<file path="src/rtl/fetch_sequencer.sv">
// fetch_sequencer: owns the architectural PC, issues one fetch at a time
// and hands each instruction to decode through a one-entry valid/ready buffer.
module fetch_sequencer #(
    parameter logic [31:0] RESET_PC = 32'h0000_0000
) (
    input  logic        clk,
    input  logic        rstn,
    output logic        imem_req,
    output logic [31:0] imem_addr,
    input  logic        imem_rvalid,
    input  logic [31:0] imem_rdata,
    output logic        inst_valid,
    input  logic        inst_ready,
    output logic [31:0] inst,
    output logic [31:0] inst_pc,
    input  logic        redirect_valid,
    input  logic [31:0] redirect_pc,
    output logic [31:0] fetch_count
);

    localparam logic [2:0] IDLE = 3'd0;
    localparam logic [2:0] REQ  = 3'd1;
    localparam logic [2:0] WAIT = 3'd2;
    localparam logic [2:0] DROP = 3'd3;
    localparam logic [2:0] HOLD = 3'd4;

    logic [2:0]  state;
    logic [31:0] pc;
    logic [31:0] tgt;

    assign tgt       = redirect_pc & 32'hFFFF_FFFC;
    assign imem_req  = (state == REQ) & ~redirect_valid;
    assign imem_addr = pc;

    always_ff @(posedge clk or negedge rstn) begin
        if (!rstn) begin
            state       <= IDLE;
            pc          <= RESET_PC;
            inst_valid  <= 1'b0;
            inst        <= 32'h0;
            inst_pc     <= 32'h0;
            fetch_count <= 32'h0;
        end else begin
            case (state)
                IDLE: begin
                    if (redirect_valid) pc <= tgt;
                    state <= REQ;
                end
                REQ: begin
                    if (redirect_valid) pc <= tgt;
                    else                state <= WAIT;
                end
                WAIT: begin
                    if (redirect_valid) begin
                        pc    <= tgt;
                        state <= imem_rvalid ? REQ : DROP;
                    end else if (imem_rvalid) begin
                        inst       <= imem_rdata;
                        inst_pc    <= pc;
                        pc         <= pc + 32'd4;
                        inst_valid <= 1'b1;
                        state      <= HOLD;
                    end
                end
                // stale response still owed by memory; swallow it
                DROP: begin
                    if (redirect_valid) pc <= tgt;
                    if (imem_rvalid)    state <= REQ;
                end
                HOLD: begin
                    if (inst_ready)     fetch_count <= fetch_count + 32'd1;
                    if (redirect_valid) pc <= tgt;
                    if (inst_ready || redirect_valid) begin
                        inst_valid <= 1'b0;
                        state      <= REQ;
                    end
                end
                default: state <= IDLE;
            endcase
        end
    end

endmodule

</file>
<file path="config.mk">
export PLATFORM = sky130hd
export DESIGN_NAME = fetch_sequencer
export DESIGN_NICKNAME = d
export VERILOG_FILES = /design/src/rtl/fetch_sequencer.sv
export SDC_FILE = /design/constraint.sdc
export NUM_CORES = 1
export LEC_CHECK = 0
export ABC_CLOCK_PERIOD_IN_PS = 4000
export BUFFER_PORTS_ARGS = -buffer_cell sky130_fd_sc_hd__buf_2
export CAP_MARGIN = 40
export CORE_UTILIZATION = 55
export DETAILED_ROUTE_END_ITERATION = 16
export GPL_TIMING_DRIVEN = 0
export MAX_ROUTING_LAYER = met4
export PLACE_DENSITY = 0.86
export SYNTH_ARGS = -nofsm -noshare
export SYNTH_HDL_FRONTEND = slang
export SYNTH_SLANG_ARGS = --single-unit
</file>
<file path="constraint.sdc">
create_clock -name clk -period 4 [get_ports clk]
set_input_delay 0.4 -clock clk [delete_from_list [all_inputs] [get_ports clk]]
set_output_delay 0.4 -clock clk [all_outputs]
set_load 0.01 [all_outputs]
</file>
Word level (Yosys, flattened, before mapping). Index checks and enable logic that the tools add are counted.

Register bits: 132. Input bits: 69. Output and inout port bits: 130. Word-level logic and storage cells: 46.

Add/subtract/negate cells: 2. Eq/ne operators: 11. Mux-type cells: 15. Bitwise gates (word level): 2. Reductions and logical operators: 10.

Operators by type and width (number): 2-to-1 mux 32 bit (3); case mux 32 bit (2 select lines) (1); adder 32 x 1 -> 32 bit (second input constant) (1); adder 32 x 3 -> 32 bit (second input constant) (1); 2-to-1 mux 3 bit (5); case mux 3 bit (5 select lines) (1); != test 2 bit (second input constant) (5); AND reduction 4 bit (2); == test 3 x 2 -> 1 bit (second input constant) (2); AND reduction 3 bit (2); nonzero test 2 bit (2); OR reduction 4 bit (1); == test 3 x 1 -> 1 bit (second input constant) (1); == test 3 bit (second input constant) (1); zero test 3 bit (1); 2-to-1 mux 1 bit (3); != test 3 bit (second input constant) (1); 2-to-1 mux 2 bit (1); != test 2 x 1 -> 1 bit (second input constant) (1); case mux 1 bit (2 select lines) (1); AND reduction 2 bit (1); AND 1 bit (1); logical OR 1 bit (1); NOT 1 bit (1).

Depth between registers and ports, before layout. Gate-level depths: netlist of the first run.

Word-level depth: 4. Gate-level depth with buffers: 8. Depth with buffers taken out: 6.

Worst setup path before layout of the first run. No wires, ideal clock.

Path kind: reg-to-reg. Start point: reg pc[7], in the netlist imem_addr[7]. End point: reg pc[27], in the netlist imem_addr[27]. Setup time: 0.126 ns. Arrival: 1.714 ns. Required time: 3.874 ns. Slack: 2.160 ns. Cell stages (with the launch flop): 7. Path buffers: 1. Period minus slack after synthesis: 1.840 ns. Path through: dfrtp_1 buf_2 nand3_1 nor4_4 and2_1 a21oi_1 a311o_1.

Word-level cells in the longest chain between the ends: 4.

Ends and longest elaborated chain: from (decl) (RTL line 28) `logic [31:0] pc;`; from (signal assigned) (RTL line 46) `if (redirect_valid) pc <= tgt;`; from (signal assigned) (RTL line 50) `if (redirect_valid) pc <= tgt;`; from (signal assigned) (RTL line 55) `pc <= tgt;`; adder 32 x 3 -> 32 bit (RTL line 60) `pc <= pc + 32'd4;`; 2-to-1 mux 32 bit (RTL line 57) `end else if (imem_rvalid) begin`; 2-to-1 mux 32 bit (RTL line 54) `if (redirect_valid) begin`; case mux 32 bit (2 select lines) (RTL line 44) `case (state)`.

Every way passes these cells. The select of a mux whose other input is x is not followed. A chain may end at the register's enable or synchronous reset.

Final worst setup path of the first run.
Start point: reg state[2]. End point: reg pc[20], in the netlist imem_addr[20].

Word-level cells in the longest chain between the ends: 4. Elaborated cells between the ends (all ways): 11. Classes of those cells: eq/ne: 6; mux: 1; reduce/logical: 4.

Ends and longest elaborated chain: from (decl) (RTL line 27) `logic [2:0] state;`; from (signal assigned) (RTL line 56) `state <= imem_rvalid ? REQ : DROP;`; == test 3 x 1 -> 1 bit, or another cell as far along (RTL line 44); OR reduction 4 bit (no line); != test 2 x 1 -> 1 bit (no line) / nonzero test 2 bit (equally long branches); AND reduction 3 bit (no line).

Several ways; a longest one is shown, not always the timed one.

==> metrics.yaml, run 1 <==
flop_and_latch_count_out_of_synthesis: 128
layout.cell_area.non_filler_um2: 7699
grt_setup_unrepaired: "no"
vias_per_cell: 5.639
dp.final_hpwl_um: 11930
final_layout_size_suffix_gt1_share_pct: 28.64
p_switching_mw: 1.839
cts.root.buffer_cell: "clkbuf_8"
status: "complete, no violations"
yosysUniqueCellTypes: 55
detail_route.iter0.violations: 452
layout_commonest_cell: "nand2_1"
area_growth_syn_to_layout_pct: 29.16
cp-start-kind: "flop"
placement_stage_cell_area_um2: 7137
hold_path_class: "in -> reg"
grt_remaining_overflow: 0
clock_tree_from_tritoncts: "built"
cellPowerDensity_nw_per_um2: 649.5
synthDominantAreaCellType: "dfrtp_1"
cts_setup_buffers: 0
timing.setup.critical_path_class: "reg -> reg"
power.switching_fraction_pct: 36.78
drv_cap: 0
total_power_mw: 5.000
netlist_top_cells_area: "dfrtp_1 (54%), nand2_1 (13%), xnor2_1 (3.4%)"
track_usage_pct: 31.71
max_slew_violation_count: 0
cp.required_ns: 4.44
route.detailed.drc: 0
p_seq_share_pct: 40.3
cts.repair.resized: 0
crit_fanout: 10
p_leak_nw: 4.011
max-slew-margin-rel_pct: 41.51
tritoncts_buffer_count: 17
ys_async_sr_fraction_pct: 100.0
cts-htree-levels: 4
grt_pass1_vias: 5506
die-area_um2: 11260
finalWorstPathRequiredPeriod_ns: 2.414
fmax_mhz: 414.3
initial_core_util_pct: 57.23
synth_enable_flop_cells: 0
type_of_element_capturing_the_critical_path: "flop"
synth_seq_area_share_pct: 53.74
post-route-period-util_pct: 60.34
synth.cell_area_um2: 5961
routed_wl_um: 16650
vdd_ir_drop_max_v: 0.0003944
dieWidth_um: 106.1
postSynth.topFlopCell: "dfrtp_1"
cts.sink_count: 128
worst_skew_pair.late_latency_ns: 0.52
detail_route.first_pass.iterations: 5
worstPathArrival_ns: 2.86
vias: 5774
io_pins: 199
grt_start_max_net_pins: 73
finalHoldViolCount: 0
combinationalPowerShare_pct: 31.7
routability_congestion_estimate: 0.8990
timing.hold.worst_path_depth: 3
floorplan.rows: 37
num-nets-final: 945
average_instance_area_after_synthesis_um2: 9.059
syn_inst: 658
worst_setup_hold_path_clk_slew_ns: 0.06
synth_warnings: 0
setup_viol: 0
clock-skew-final_ns: 0.01078
cts-root-to-sink-buffers: 2
worst-slew-pin-transition_ns: 0.8773
buffer_ports.inserted: 192
fill_cells: 804
final_cell_mix: "nand2_1 (211), buf_2 (203), dfrtp_1 (128)"
grt_first_pass_wirelength_um: 26940
reg2reg_depth: 5
core-area_um2: 10420
finalSetupTns_ns: 0
p_clk_share_pct: 28.0
power.internal_mw: 3.161
detail-route-antenna-nets: 0
synthDominantCellAreaShare_pct: 53.74
route.detailed.wl_per_inst_um: 16.26
die_height_um: 106.1
antenna_found_initial: 1
==> metal layers <==
| metal | vias up | track usage (%) | wire length, um |
|---|---|---|---|
| li1 | 2666 | - | - |
| met1 | 2772 | 40.26 | 6897 |
| met2 | 292 | 48.38 | 7868 |
| met3 | 44 | 8.032 | 1445 |
| met4 | 0 | 13.79 | 441 |
| met5 | - | - | 0 |
==> cell type report <==
cell class	instances	area (um2)	area share, %
antenna	1	2.502	0.03250
buffer	45	211.5	2.747
clock buffer	21	469.2	6.095
clock inverter	11	80.08	1.040
inverter	8	30.03	0.3901
multi-input combinational	480	2527	32.83
sequential	128	3203	41.61
tap	136	170.2	2.210
timing repair buffer	194	1005	13.05
==> cell families (layout without fill, tap and decap cells) <==
logic type | Yosys count | in the layout | share of synthesized area [%]
and+or+nand+nor | 341 | 341 | 26.13
adders and majority gates | 2 | 2 | 0.4197
other | 1 | 5 | 0.06291
AOI/OAI and AO/OA | 98 | 98 | 10.35
xor gates and xnor gates | 31 | 31 | 4.555
muxes | 4 | 4 | 0.6927
buffers and inverters | 53 | 279 | 4.051
DFF | 128 | 128 | 53.74
==> path summary, 6_finish.rpt <==
check | start | to | slack, ns
worst max register to register | state[2] | imem_addr[20] | 1.59
max in group asynchronous | rstn | imem_addr[29] | 2.86
worst max-delay path | state[2] | imem_addr[20] | 1.59
min in group asynchronous | rstn | fetch_count[8] | 0.41
worst min-delay path | imem_rdata[31] | inst[31] | 0.07
worst min register to register | fetch_count[31] | fetch_count[31] | 0.46
==> sequential cells by signal, indices dropped and copies added, names as in the netlist <==
| register | flops |
|---|---|
| inst | 32 |
| inst_pc | 30 |
| state | 3 |
| inst_valid | 1 |
| fetch_count | 32 |
| imem_addr | 30 |
==> critical path, stage by stage (launching register included) <==
cell and delay, ns:
dfrtp_1 0.45, nand3b_1 0.29, o2bb2ai_1 0.76, clkbuf_1 0.51, a21oi_1 0.14, a21oi_1 0.17
==> synthesized netlist by cell type (5+ instances only) <==
library cell	number
o21ai_0	18
inv_1	8
buf_4	5
nand4_1	21
and4_1	5
nand3_1	31
nor2_1	25
a2bb2oi_1	6
xnor2_1	23
dfrtp_1	128
clkbuf_1	23
buf_2	12
o22ai_1	7
nor3_1	8
nand2_1	211
a21oi_1	38
o22a_1	8
xor2_1	8
and3_1	14
==> through the flow <==
stage | cells | setup slack, ns | hold slack [ns] | util [%]
floorplan | 661 | 2.160 | 0.1044 | -
global placement | 989 | 0.8999 | 0.4524 | 68.19
detailed placement | 990 | 1.714 | 0.4012 | 68.52
CTS | 1023 | 1.675 | 0.04726 | 73.89
global route | 1024 | 1.444 | 0.05398 | 73.91
finish | 1024 | 1.586 | 0.06613 | 73.91
==> power by group through the flow <==
stage | Sequential [mW] | Combinational (mW) | Clock, mW
floorplan | 2.18 | 0.703 | 0
global placement | 2.00 | 1.54 | 0
detailed placement | 2.02 | 1.58 | 0
CTS | 2.01 | 1.59 | 1.42
global route | 2.06 | 1.75 | 1.48
finish | 2.01 | 1.59 | 1.40
==> what timing repair did <==
item,in CTS,in global routing
endpoints found under the hold margin,56,0
setup endpoints to repair,0,0
hold buffers,1,0
Note: power is estimated with default switching activity, not from simulation.
==> run 2, diff against run 1 <==
==> config.mk (replaced) <==
export PLATFORM = sky130hd
export DESIGN_NAME = fetch_sequencer
export DESIGN_NICKNAME = d
export VERILOG_FILES = /design/src/rtl/fetch_sequencer.sv
export SDC_FILE = /design/constraint.sdc
export NUM_CORES = 1
export LEC_CHECK = 0
export ABC_CLOCK_PERIOD_IN_PS = 2000
export BUFFER_PORTS_ARGS = -buffer_cell sky130_fd_sc_hd__buf_2
export CAP_MARGIN = 40
export CORE_UTILIZATION = 46
export DETAILED_ROUTE_END_ITERATION = 16
export GPL_TIMING_DRIVEN = 0
export MAX_ROUTING_LAYER = met4
export PLACE_DENSITY = 0.77
export SYNTH_ARGS = -nofsm -noshare
export SYNTH_HDL_FRONTEND = slang
export SYNTH_SLANG_ARGS = --single-unit
==> constraint.sdc (replaced) <==
create_clock -name clk -period 2 [get_ports clk]
set_input_delay 0.2 -clock clk [delete_from_list [all_inputs] [get_ports clk]]
set_output_delay 0.2 -clock clk [all_outputs]
set_load 0.01 [all_outputs]
==> run 2 against run 1 <==
Effect of this change:
- sequential power grew 100%
- flip-flop and latch count is the same
- die area grew 19%
- non-clock buffer count grew 42
- cell count grew 7.4%
- hold slack lost 0.035 ns
- power grew 110%
==> metrics.yaml, run 2 (same netlist as run 1, synthesis figures left out) <==
status: "complete, no violations"
grt_first_pass_wirelength_um: 26900
fmax_mhz: 513.2
buffer_ports.inserted: 192
tritoncts_buffer_count: 17
floorplan.rows: 41
crit_fanout: 10
slowest_stage: "or3b_4"
worstHoldStart: "redirect_pc[3]"
vias: 5804
detail_route.iter0.violations: 643
critical_path.reg2reg.startpoint: "state[1]"
io_pins: 199
clock_tree_from_tritoncts: "built"
cts.sink_count: 128
initial_core_util_pct: 47.23
dieWidth_um: 115.8
cellPowerDensity_nw_per_um2: 1257
grt_remaining_overflow: 0
drv_cap: 0
grt_start_max_net_pins: 79
placement_stage_cell_area_um2: 7182
route.detailed.drc: 0
worst_skew_pair.late_latency_ns: 0.42
antenna-diode-count: 0
die_height_um: 115.8
layout.cell_area.non_filler_um2: 8272
total_power_mw: 10.39
worst_path_dominant_cell_family: "simple AND/OR/NAND/NOR gates"
cp-start-kind: "flop"
routability_congestion_estimate: 0.8830
worst_setup_hold_path_clk_slew_ns: 0.06
track_usage_pct: 27.42
worst-slew-pin-transition_ns: 0.5361
antenna_found_initial: 0
cts-htree-levels: 4
timing.setup.critical_path_class: "reg -> reg"
cp.required_ns: 2.33
fill_cells: 1079
worst_path_most_repeated_cell: "buf_6"
route.detailed.wl_per_inst_um: 15.91
area_growth_syn_to_layout_pct: 38.77
max-slew-margin-rel_pct: 64.26
layout_commonest_cell: "nand2_1"
post-route-period-util_pct: 97.43
vdd_ir_drop_max_v: 0.0006783
final_cell_mix: "nand2_1 (211), buf_2 (205), dfrtp_1 (126)"
core-area_um2: 12620
worst_setup_startpoint: "state[1]"
crit_chain: "buf_6, and4bb_1, buf_6, and3_4, or3b_4, nor2_4, xor2_1"
final_layout_size_suffix_gt1_share_pct: 30.71
p_leak_nw: 4.269
num-nets-final: 987
setup_viol: 0
detail-route-antenna-nets: 0
type_of_element_capturing_the_critical_path: "flop"
dp.final_hpwl_um: 11620
instances_no_fill: 1100
finalWorstPathRequiredPeriod_ns: 1.949
detail_route.first_pass.iterations: 5
worstPathArrival_ns: 2.28
routed_wl_um: 17510
cts.root.buffer_cell: "clkbuf_16"
grt_setup_unrepaired: "yes"
vias_per_cell: 5.276
clock-skew-final_ns: 0.01301
timing.critical_path.buf_inv: 2
die-area_um2: 13420
cpPeakStageDelay_ns: 0.43
grt_pass1_vias: 5424
cts-root-to-sink-buffers: 2
finalHoldViolCount: 0
max_slew_violation_count: 0
biggest_registers_after_layout: "fetch_count (32), inst (32)"
placed_cells_incl_taps: 1026
hold_path_class: "in -> reg"
run 2: metal layers:
metal	share of wire (%)	track usage, %	wire (um)	vias up
met5	0	-	0	-
met4	3.5	15.64	607	0
met3	7.7	6.485	1342	61
met2	47	42.18	8200	286
met1	42	33.07	7357	2703
li1	-	-	-	2754
run 2: worst min-delay path: stages:
cell	delay, ns
buf_2	0.10
nand2_1	0.04
a31oi_1	0.07
run 2: what timing repair did:
item,CTS,global route
gates cloned,0,1
buffers inserted,3,8
resized for setup,13,25
hold buffers,33,0
pin swaps,2,2
endpoints found under the hold margin,82,0
setup endpoints to repair,56,55
run 2: power breakdown:
| group | switching (mW) | total [mW] | internal (mW) |
|---|---|---|---|
| clock network | 1.12 | 3.00 | 1.88 |
| logic | 1.96 | 3.36 | 1.39 |
| registers | 0.632 | 4.04 | 3.41 |
| total | 3.71 | 10.4 | 6.68 |
run 2: cell type report:
type | count | area [um2] | area share, %
Timing Repair Buffer | 238 | 1413 | 17.08
Multi-Input combinational cell | 480 | 2601 | 31.45
Sequential cell | 128 | 3206 | 38.75
Clock buffer | 21 | 460.4 | 5.566
Buffer | 43 | 234.0 | 2.829
Tap cell | 172 | 215.2 | 2.602
Inverter | 8 | 30.03 | 0.3630
Clock inverter | 10 | 112.6 | 1.361
run 2: final timing paths:
kind | endpoint | slack [ns] | depth (start not counted)
worst max register to register | fetch_count[17] | 0.05 | 7
max in group asynchronous | inst_pc[15] | 0.96 | 3
min in group asynchronous | inst[6] | 0.30 | 2
worst max-delay path | fetch_count[17] | 0.05 | 7
worst min register to register | fetch_count[31] | 0.47 | 1
worst min-delay path | imem_addr[3] | 0.03 | 3
run 2: per-stage QoR:
step | hold WS, ns | worst slack [ns] | util, % | TNS (ns)
floorplan | -0.09559 | 0.1600 | - | 0
global placement | 0.3896 | -0.9733 | 56.64 | -132.00
detailed placement | 0.1805 | -0.3931 | 56.91 | -9.988
CTS | 0.02476 | 0.01819 | 64.57 | 0
global route | 0.06253 | -0.06104 | 65.55 | -0.4603
finish | 0.03067 | 0.05141 | 65.55 | 0
